[src/rtl/app_axi_slave_regfile_if.sv]
// AXI4-Lite channel bundle between a bus master and the register file slave.
interface app_axi_slave_regfile_if #(
  parameter int DATA_WIDTH = 32,
  parameter int ADDR_WIDTH = 32
);
  logic [ADDR_WIDTH-1:0]   awaddr;
  logic                    awvalid;
  logic                    awready;
  logic [DATA_WIDTH-1:0]   wdata;
  logic [DATA_WIDTH/8-1:0] wstrb;
  logic                    wvalid;
  logic                    wready;
  logic [1:0]              bresp;
  logic                    bvalid;
  logic                    bready;
  logic [ADDR_WIDTH-1:0]   araddr;
  logic                    arvalid;
  logic                    arready;
  logic [DATA_WIDTH-1:0]   rdata;
  logic [1:0]              rresp;
  logic                    rvalid;
  logic                    rready;

  modport slave (
    input  awaddr, awvalid, wdata, wstrb, wvalid, bready, araddr, arvalid, rready,
    output awready, wready, bresp, bvalid, arready, rdata, rresp, rvalid
  );

  modport master (
    output awaddr, awvalid, wdata, wstrb, wvalid, bready, araddr, arvalid, rready,
    input  awready, wready, bresp, bvalid, arready, rdata, rresp, rvalid
  );
endinterface

[src/rtl/app_axi_slave_regfile.sv]
// AXI4-Lite slave exposing NUM_REGS byte-strobed registers with independent read/write FSMs.
//
// state   | meaning
// WR_IDLE | no write in flight, accepts AW and W
// WR_ADDR | address held, waiting for W
// WR_DATA | data/strobe held, waiting for AW
// WR_RESP | write done, bvalid high until bready
// RD_IDLE | no read in flight, accepts AR
// RD_RESP | rdata/rresp held, rvalid high until rready
module app_axi_slave_regfile #(
  parameter int DATA_WIDTH = 32,
  parameter int ADDR_WIDTH = 32,
  parameter int NUM_REGS   = 16
) (
  input logic aclk,
  input logic aresetn,
  app_axi_slave_regfile_if.slave axi
);
  localparam int STRB_W   = DATA_WIDTH / 8;
  localparam int ADDR_LSB = $clog2(STRB_W);
  localparam int IDX_W    = $clog2(NUM_REGS);
  localparam logic [1:0] RESP_OKAY   = 2'b00;
  localparam logic [1:0] RESP_SLVERR = 2'b10;

  typedef enum logic [1:0] {WR_IDLE, WR_ADDR, WR_DATA, WR_RESP} wr_state_t;
  typedef enum logic {RD_IDLE, RD_RESP} rd_state_t;

  wr_state_t wr_state, wr_state_nxt;
  rd_state_t rd_state, rd_state_nxt;

  logic [DATA_WIDTH-1:0] regs [NUM_REGS];

  logic [ADDR_WIDTH-1:0] aw_addr_q;
  logic [DATA_WIDTH-1:0] w_data_q;
  logic [STRB_W-1:0]     w_strb_q;
  logic [1:0]            bresp_q;
  logic [DATA_WIDTH-1:0] rdata_q;
  logic [1:0]            rresp_q;

  logic                  awready_c, wready_c, bvalid_c;
  logic                  latch_addr, latch_data, do_write;
  logic [ADDR_WIDTH-1:0] wr_addr_sel;
  logic [DATA_WIDTH-1:0] wr_data_sel;
  logic [STRB_W-1:0]     wr_strb_sel;
  logic                  arready_c, rvalid_c, do_read;

  logic [ADDR_WIDTH-1:0] wr_word, rd_word;
  logic                  wr_in_range, rd_in_range;
  logic [IDX_W-1:0]      wr_idx, rd_idx;

  // Write completes from whichever side arrives last; the other side comes from the holding regs.
  always_comb begin
    wr_state_nxt = wr_state;
    awready_c    = 1'b0;
    wready_c     = 1'b0;
    bvalid_c     = 1'b0;
    latch_addr   = 1'b0;
    latch_data   = 1'b0;
    do_write     = 1'b0;
    wr_addr_sel  = aw_addr_q;
    wr_data_sel  = w_data_q;
    wr_strb_sel  = w_strb_q;
    case (wr_state)
      WR_IDLE: begin
        awready_c = 1'b1;
        wready_c  = 1'b1;
        if (axi.awvalid && axi.wvalid) begin
          do_write     = 1'b1;
          wr_addr_sel  = axi.awaddr;
          wr_data_sel  = axi.wdata;
          wr_strb_sel  = axi.wstrb;
          wr_state_nxt = WR_RESP;
        end else if (axi.awvalid) begin
          latch_addr   = 1'b1;
          wr_state_nxt = WR_ADDR;
        end else if (axi.wvalid) begin
          latch_data   = 1'b1;
          wr_state_nxt = WR_DATA;
        end
      end
      WR_ADDR: begin
        wready_c = 1'b1;
        if (axi.wvalid) begin
          do_write     = 1'b1;
          wr_data_sel  = axi.wdata;
          wr_strb_sel  = axi.wstrb;
          wr_state_nxt = WR_RESP;
        end
      end
      WR_DATA: begin
        awready_c = 1'b1;
        if (axi.awvalid) begin
          do_write     = 1'b1;
          wr_addr_sel  = axi.awaddr;
          wr_state_nxt = WR_RESP;
        end
      end
      WR_RESP: begin
        bvalid_c = 1'b1;
        if (axi.bready) wr_state_nxt = WR_IDLE;
      end
      default: wr_state_nxt = WR_IDLE;
    endcase
  end

  always_comb begin
    rd_state_nxt = rd_state;
    arready_c    = 1'b0;
    rvalid_c     = 1'b0;
    do_read      = 1'b0;
    case (rd_state)
      RD_IDLE: begin
        arready_c = 1'b1;
        if (axi.arvalid) begin
          do_read      = 1'b1;
          rd_state_nxt = RD_RESP;
        end
      end
      RD_RESP: begin
        rvalid_c = 1'b1;
        if (axi.rready) rd_state_nxt = RD_IDLE;
      end
      default: rd_state_nxt = RD_IDLE;
    endcase
  end

  // Range check uses the whole word address so high address bits cannot alias onto a register.
  assign wr_word     = wr_addr_sel >> ADDR_LSB;
  assign rd_word     = axi.araddr >> ADDR_LSB;
  assign wr_in_range = wr_word < ADDR_WIDTH'(NUM_REGS);
  assign rd_in_range = rd_word < ADDR_WIDTH'(NUM_REGS);
  assign wr_idx      = wr_word[IDX_W-1:0];
  assign rd_idx      = rd_word[IDX_W-1:0];

  always_ff @(posedge aclk or negedge aresetn) begin
    if (!aresetn) begin
      wr_state  <= WR_IDLE;
      aw_addr_q <= '0;
      w_data_q  <= '0;
      w_strb_q  <= '0;
      bresp_q   <= '0;
      for (int i = 0; i < NUM_REGS; i++) regs[i] <= '0;
    end else begin
      wr_state <= wr_state_nxt;
      if (latch_addr) aw_addr_q <= axi.awaddr;
      if (latch_data) begin
        w_data_q <= axi.wdata;
        w_strb_q <= axi.wstrb;
      end
      if (do_write) begin
        bresp_q <= wr_in_range ? RESP_OKAY : RESP_SLVERR;
        if (wr_in_range) begin
          for (int b = 0; b < STRB_W; b++) begin
            if (wr_strb_sel[b]) regs[wr_idx][b*8 +: 8] <= wr_data_sel[b*8 +: 8];
          end
        end
      end
    end
  end

  // Sampled with the pre-edge register contents, so a same-cycle write is not visible here.
  always_ff @(posedge aclk or negedge aresetn) begin
    if (!aresetn) begin
      rd_state <= RD_IDLE;
      rdata_q  <= '0;
      rresp_q  <= '0;
    end else begin
      rd_state <= rd_state_nxt;
      if (do_read) begin
        rdata_q <= rd_in_range ? regs[rd_idx] : '0;
        rresp_q <= rd_in_range ? RESP_OKAY : RESP_SLVERR;
      end
    end
  end

  assign axi.awready = awready_c;
  assign axi.wready  = wready_c;
  assign axi.bvalid  = bvalid_c;
  assign axi.bresp   = bresp_q;
  assign axi.arready = arready_c;
  assign axi.rvalid  = rvalid_c;
  assign axi.rdata   = rdata_q;
  assign axi.rresp   = rresp_q;
endmodule

[src/flat_wrapper.sv]
// flat-port wrapper written by rule: the top's interface ports become plain ports
module app_axi_slave_regfile_flat 
#(
  parameter int DATA_WIDTH = 32,
  parameter int ADDR_WIDTH = 32,
  parameter int NUM_REGS   = 16
)
  (aclk, aresetn, axi_awaddr, axi_awvalid, axi_wdata, axi_wstrb, axi_wvalid, axi_bready, axi_araddr, axi_arvalid, axi_rready, axi_awready, axi_wready, axi_bresp, axi_bvalid, axi_arready, axi_rdata, axi_rresp, axi_rvalid);
  app_axi_slave_regfile_if #(.DATA_WIDTH(DATA_WIDTH), .ADDR_WIDTH(ADDR_WIDTH)) axi_i ();
  input logic aclk;
  input logic aresetn;
  input wire logic [$bits(axi_i.awaddr)-1:0] axi_awaddr;
  input wire logic [$bits(axi_i.awvalid)-1:0] axi_awvalid;
  input wire logic [$bits(axi_i.wdata)-1:0] axi_wdata;
  input wire logic [$bits(axi_i.wstrb)-1:0] axi_wstrb;
  input wire logic [$bits(axi_i.wvalid)-1:0] axi_wvalid;
  input wire logic [$bits(axi_i.bready)-1:0] axi_bready;
  input wire logic [$bits(axi_i.araddr)-1:0] axi_araddr;
  input wire logic [$bits(axi_i.arvalid)-1:0] axi_arvalid;
  input wire logic [$bits(axi_i.rready)-1:0] axi_rready;
  output wire logic [$bits(axi_i.awready)-1:0] axi_awready;
  output wire logic [$bits(axi_i.wready)-1:0] axi_wready;
  output wire logic [$bits(axi_i.bresp)-1:0] axi_bresp;
  output wire logic [$bits(axi_i.bvalid)-1:0] axi_bvalid;
  output wire logic [$bits(axi_i.arready)-1:0] axi_arready;
  output wire logic [$bits(axi_i.rdata)-1:0] axi_rdata;
  output wire logic [$bits(axi_i.rresp)-1:0] axi_rresp;
  output wire logic [$bits(axi_i.rvalid)-1:0] axi_rvalid;
  assign axi_i.awaddr = axi_awaddr;
  assign axi_i.awvalid = axi_awvalid;
  assign axi_i.wdata = axi_wdata;
  assign axi_i.wstrb = axi_wstrb;
  assign axi_i.wvalid = axi_wvalid;
  assign axi_i.bready = axi_bready;
  assign axi_i.araddr = axi_araddr;
  assign axi_i.arvalid = axi_arvalid;
  assign axi_i.rready = axi_rready;
  assign axi_awready = axi_i.awready;
  assign axi_wready = axi_i.wready;
  assign axi_bresp = axi_i.bresp;
  assign axi_bvalid = axi_i.bvalid;
  assign axi_arready = axi_i.arready;
  assign axi_rdata = axi_i.rdata;
  assign axi_rresp = axi_i.rresp;
  assign axi_rvalid = axi_i.rvalid;
  app_axi_slave_regfile #(.DATA_WIDTH(DATA_WIDTH), .ADDR_WIDTH(ADDR_WIDTH), .NUM_REGS(NUM_REGS)) u_core (.aclk(aclk), .aresetn(aresetn), .axi(axi_i));
endmodule
[config.mk]
export PLATFORM = sky130hd
export DESIGN_NAME = app_axi_slave_regfile_flat
export DESIGN_NICKNAME = d
export VERILOG_FILES = /design/src/rtl/app_axi_slave_regfile_if.sv /design/src/rtl/app_axi_slave_regfile.sv /design/src/flat_wrapper.sv
export SDC_FILE = /design/constraint.sdc
export NUM_CORES = 1
export LEC_CHECK = 0
export ABC_CLOCK_PERIOD_IN_PS = 7300
export CORE_MARGIN = 2
export CORE_UTILIZATION = 50
export CTS_BUF_LIST = sky130_fd_sc_hd__clkbuf_8
export DETAILED_ROUTE_END_ITERATION = 6
export GPL_ROUTABILITY_DRIVEN = 0
export PLACE_DENSITY = 0.68
export SETUP_SLACK_MARGIN = 0.1
export SKIP_CTS_REPAIR_TIMING = 1
export SLEW_MARGIN = 0
export SYNTH_ARGS = -nofsm -noshare
export SYNTH_HDL_FRONTEND = slang
export SYNTH_SLANG_ARGS = --single-unit
[constraint.sdc]
create_clock -name aclk -period 7.3 [get_ports aclk]
set_clock_uncertainty 0.05 [all_clocks]
set_input_delay 1.46 -clock aclk [delete_from_list [all_inputs] [get_ports aclk]]
set_output_delay 1.46 -clock aclk [all_outputs]
set_load 0.03 [all_outputs]
---- After elaboration in Yosys (flattened, before gate mapping) ----
Cells that the tools add are included.
cells by class
  equality and inequality tests ........... 7
  reduce and logical (&&, ||, !) cells .... 7
  multiplexer cells ....................... 62
  order comparisons ....................... 5
  bitwise operators ....................... 3
operators with widths
  cell                                                         count
  2-to-1 mux 512 bit                                           10
  bitwise mux 512 bit                                          4
  demux 32 bit (select 4 bit)                                  4
  2-to-1 mux 32 bit                                            8
  binary-select mux 32 bit (select 4 bit)                      1
  case mux 32 bit (2 select lines)                             2
  less-than comparator 30 x 5 -> 1 bit, second input constant  2
  2-to-1 mux 24 bit                                            1
  2-to-1 mux 1 bit                                             16
  2-to-1 mux 16 bit                                            1
  2-to-1 mux 2 bit                                             8
  greater-or-equal comparator 5 bit, second input constant     2
  NOT 4 -> 5 bit                                               2
  2-to-1 mux 4 bit                                             2
  2-to-1 mux 8 bit                                             1
  case mux 2 bit (4 select lines)                              1
  case mux 4 bit (2 select lines)                              1
  inequality test 2 bit, second input constant                 3
  less-than comparator 5 x 1 -> 1 bit, second input constant   1
  == test 2 bit, second input constant                         2
  inequality test 4 x 3 -> 1 bit, second input constant        1
  AND reduction 4 bit                                          1
  OR reduction 2 bit                                           2
  case mux 1 bit (3 select lines)                              1
  6 further kinds                                              7
word-level totals
  logic and storage cells ................. 108
  input bits .............................. 107
  bits in registers ....................... 619

---- Depth between registers and ports, before layout ----
  depth in word-level cells ............... 22
  depth in mapped cells ................... 11
  depth with buffers taken out ............ 8

---- Least setup slack after synthesis ----
OpenSTA, ideal clock, no wires.
  kind .................................... input to register
  start point ............................. input axi_wvalid
  end point ............................... register u_core.regs[312] (netlist name)
  arrival time ............................ 3.633 ns
  path buffers ............................ 2
  path slack .............................. 3.492 ns
  stages .................................. 8
  setup time .............................. 0.125 ns
  cells stage by stage .................... clkbuf_1 mux2i_1 or2_1 clkbuf_1 a222oi_1 nand3_1 nor2_4 mux2_2
on the way
  longest elaborated chain between the ends .. 19
  elaborated cells on any way between the ends .. 37
  classes of those cells .................. 3 x order compare; 30 x mux; 1 x bitwise; 3 x reduce/logical
RTL lines
  item                                  line                          RTL
  start: declaration                    flat_wrapper.sv:16            input wire logic [$bits(axi_i.wvalid)-1:0] axi_wvalid;
  logical AND 1 bit                     app_axi_slave_regfile.sv:67   if (axi.awvalid && axi.wvalid) begin
  2-to-1 mux 32 bit                     app_axi_slave_regfile.sv:67
  case mux 32 bit (2 select lines)      app_axi_slave_regfile.sv:63   case (wr_state)
  NOT 4 -> 5 bit (implied by the code)  app_axi_slave_regfile.sv:154  if (wr_strb_sel[b]) regs[wr_idx][b*8 +: 8] <= wr_data_sel[b*8 +: 8];
  demux 32 bit (select 4 bit)           app_axi_slave_regfile.sv:154
  bitwise mux 512 bit                   app_axi_slave_regfile.sv:154
  2-to-1 mux 512 bit                    app_axi_slave_regfile.sv:154
  2-to-1 mux 512 bit                    app_axi_slave_regfile.sv:152  if (wr_in_range) begin
  [... 3 more ...]                      -
  2-to-1 mux 512 bit                    app_axi_slave_regfile.sv:152
  2-to-1 mux 512 bit                    app_axi_slave_regfile.sv:150  if (do_write) begin
  bitwise mux 512 bit                   app_axi_slave_regfile.sv:154
  2-to-1 mux 512 bit                    app_axi_slave_regfile.sv:154
  2-to-1 mux 512 bit                    app_axi_slave_regfile.sv:152
  2-to-1 mux 512 bit                    app_axi_slave_regfile.sv:150
  bitwise mux 512 bit                   app_axi_slave_regfile.sv:154
  2-to-1 mux 512 bit                    app_axi_slave_regfile.sv:154
  end signal: indexed assignment        app_axi_slave_regfile.sv:154
  end: declaration                      app_axi_slave_regfile.sv:31   logic [DATA_WIDTH-1:0] regs [NUM_REGS];
Several ways; a longest one is shown, not always the timed one. The select of a mux whose other input is x is not followed.
A chain may end at the register's enable or synchronous reset.

---- Worst setup path after layout ----
  start point ............................. input axi_awvalid
  end point ............................... register u_core.regs[15] (netlist name)
on the way
  longest elaborated chain between the ends .. 19
  elaborated cells on any way between the ends .. 36
  classes of those cells .................. 3 x order compare; 29 x mux; 1 x bitwise; 3 x reduce/logical
RTL lines
  item                                                                                        line                RTL
  start: declaration                                                                          flat_wrapper.sv:13  input wire logic [$bits(axi_i.awvalid)-1:0] axi_awvalid;
  parallel branches: the longest is 19 deep, another holds greater-or-equal comparator 5 bit  -
Parallel ways; which one is timed is not known. The select of a mux whose other input is x is not followed.

==> reports/results.txt <==
outcome -> finished clean
WP data required -> 7.82 ns
Iter 0 DRT Violations -> 1125
Setup crit end kind -> register
RSZ-0062 raised after global routing -> no
Max FO, Critical Path -> 36
row count -> 86
synth unique cells -> 36
r2r endpoint -> u_core.regs[15]
Worst slew margin -> 0.192
minimum clock period -> 4.84 ns
# setup viols final -> 0
period utilization -> 0.663
register-to-register setup slack -> 2.93 ns
Post-Synthesis Cells -> 1753
Num Clock Sinks -> 615
detailed placement HPWL -> 38800 um
Clk pin slew, worst setup/hold paths -> 0.06 ns
setup_tns -> 0 ns
synthesis-stage register bit count -> 615
total power -> 9120 uW
Vias/cell -> 5.80
Nets -> 2027
setup ws final -> 2.46 ns
most common cell after layout, fill and taps aside -> dfrtp_1
YS warnings -> 0
hold path cells -> 2
Vias -> 15900
Post-synth ARST share -> 1.00
Worst Hold End -> u_core.axi.rdata[31]
WHS -> 0.427 ns
max-slew violations -> 0
Leakage Power -> 0.0148 uW
Synth Area in XOR/XNOR -> 0
Clock Path Buffers -> 3
WP data arrival -> 5.36 ns
Setup Slack @ Placement -> 1.78 ns
main combinational cell family by area after synthesis -> multiplexers
die span in x -> 239 um
reg2reg path depth -> 9
CORE AREA -> 55000 sq um
first-pass GRT wire length -> 100000 um
Pre-antenna DRT Iters -> 5
vias in the first global route -> 17000
EDFF count, synth -> 0
port bufs -> 141
initial core utilization -> 0.504
drt total wl -> 65000 um
Area growth syn-to-layout -> 15.1%
FF-to-FF Start -> u_core.wr_state[1]
IO Pins -> 148
CP max stage delay -> 0.86 ns
DRC -> 0
Fin. Hold Viols -> 0
Die Footprint -> 57300 sq um
mux contribution to synthesized area -> 0.366
CP Cell Sequence -> clkdlybuf4s50_1 -> mux2_2 -> nand2_2 -> a22o_1 -> nand4_1 -> buf_4 -> nor2_1 -> mux2_2
sequential area share after synthesis -> 0.556
largest net degree at the start of global routing -> 187
share of cells above drive strength 1 -> 0.479
mean post-synth cell area -> 15.8 sq um
DR WL/cell -> 23.7 um
mapped cell area -> 27700 sq um
Hold Startpoint -> u_core.axi.rdata[31]
GR Overflow Total -> 0
pwr dens -> 286 nW/um^2
most frequent cells in the layout -> dfrtp_1, mux2_2, mux4_2
Worst path slowest cell -> nand2_2
htree depth -> 3
post-synthesis compound-gate area fraction -> 0.0227
critical path type -> in -> reg
TritonCTS clock tree -> yes
Total Routing Usage GR -> 0.233
Fmax achieved -> 207 MHz
post-synthesis simple-gate area fraction -> 0.0336
Inserted Clock Buffers -> 104
Die Span Y -> 239 um
Slew @ Worst Pin -> 1.21 ns
IR drop worst, VDD -> 0.168 mV
antenna violations before repair -> 5
worst min path class -> reg -> reg
Setup crit start kind -> input pin
Top FF cell, synth -> dfrtp_1
later-pin clock latency in the skew report -> 0.70 ns
post-synthesis adder-cell area fraction -> 0.00226
most used cell, CP -> mux2_2
CTS root buffer -> clkbuf_8
Antenna Nets Post-Route -> 0
max-cap viol count -> 0
==> kinds of logic (layout without fill, tap and decap cells) <==
logic type	after synthesis	in the layout
AO/OA/AOI/OAI	90	90
AND/OR/NAND/NOR	161	161
other	1	4
buffers and inverters	140	384
adder cells (fa/ha/maj)	5	5
multiplexers	741	741
flip-flops	615	615
==> layout make-up <==
type | instances | area [sq um]
fillers | 4293 | 23100
flip-flops and latches | 615 | 15400
multi-input cells | 999 | 11800
clock buffers | 128 | 1760
repair buffers | 156 | 1580
well taps | 748 | 936
clock inverters | 61 | 275
inverters | 39 | 146
diodes | 2 | 5.00
==> cell usage after synthesis (all sizes together) (3+ instances only) <==
master	n	area, sq um
a22o	37	324
a22oi	4	30.0
buf	23	103
clkbuf	78	293
dfrtp	615	15400
ha	5	62.6
inv	39	146
mux2	579	6520
mux4	160	3600
nand2	35	131
nand3	18	90.1
nand4	8	50.1
nor2	71	477
nor4	18	113
o21ai	38	190
or2	3	18.8
or3	4	25.0
==> per-layer routing <==
metal	wire (um)	share of wire	GRT usage
met5	42	0.00065	0
met2	32500	0.50	0.386
met4	1530	0.024	0.0761
met1	27400	0.42	0.310
met3	3610	0.056	0.0484
==> state kept, by name, summed over array words and instances (netlist names) <==
register / flops
u_core.aw_addr_q: 30
u_core.axi.bresp: 1
u_core.wr_state: 2
u_core.rd_state: 1
u_core.w_strb_q: 4
u_core.regs: 512
u_core.axi.rresp: 1
u_core.axi.rdata: 32
u_core.w_data_q: 32
==> critical path: cells and delay by family <==
family	cells	cell delay, ns
muxes	2	0.79
buffers and inverters	2	0.86
AOI/OAI and AO/OA	1	0.43
and+or+nand+nor	3	1.79
==> metrics by stage <==
step                      cells   util  instance area, sq um
after floorplan            1754      -                 27700
after global placement     2557  0.543                 29800
after detailed placement   2557  0.543                 29800
after CTS                  2746  0.580                 31900
after global routing       2746  0.580                 31900
final                      2748  0.580                 31900
==> report_power, final <==
| group | switching (uW) | total (uW) | internal (uW) |
|---|---|---|---|
| registers | 245 | 4140 | 3890 |
| clock network | 1370 | 2980 | 1610 |
| logic | 1160 | 2000 | 836 |
| total | 2780 | 9120 | 6330 |
==> worst max-delay path by stage <==
stage                start               end  slack (ns)  depth (start not counted)
5_1_grt        axi_awvalid   u_core.regs[13]        2.34                          8
3_3_place_gp   axi_awvalid   u_core.regs[12]        1.83                          8
6_report       axi_awvalid   u_core.regs[15]        2.46                          8
3_5_place_dp   axi_awvalid   u_core.regs[15]        1.78                          8
2_1_floorplan   axi_wvalid  u_core.regs[312]        3.49                          8
4_1_cts        axi_awvalid    u_core.regs[9]        2.52                          8
Note: power is estimated with default switching activity, not from simulation.
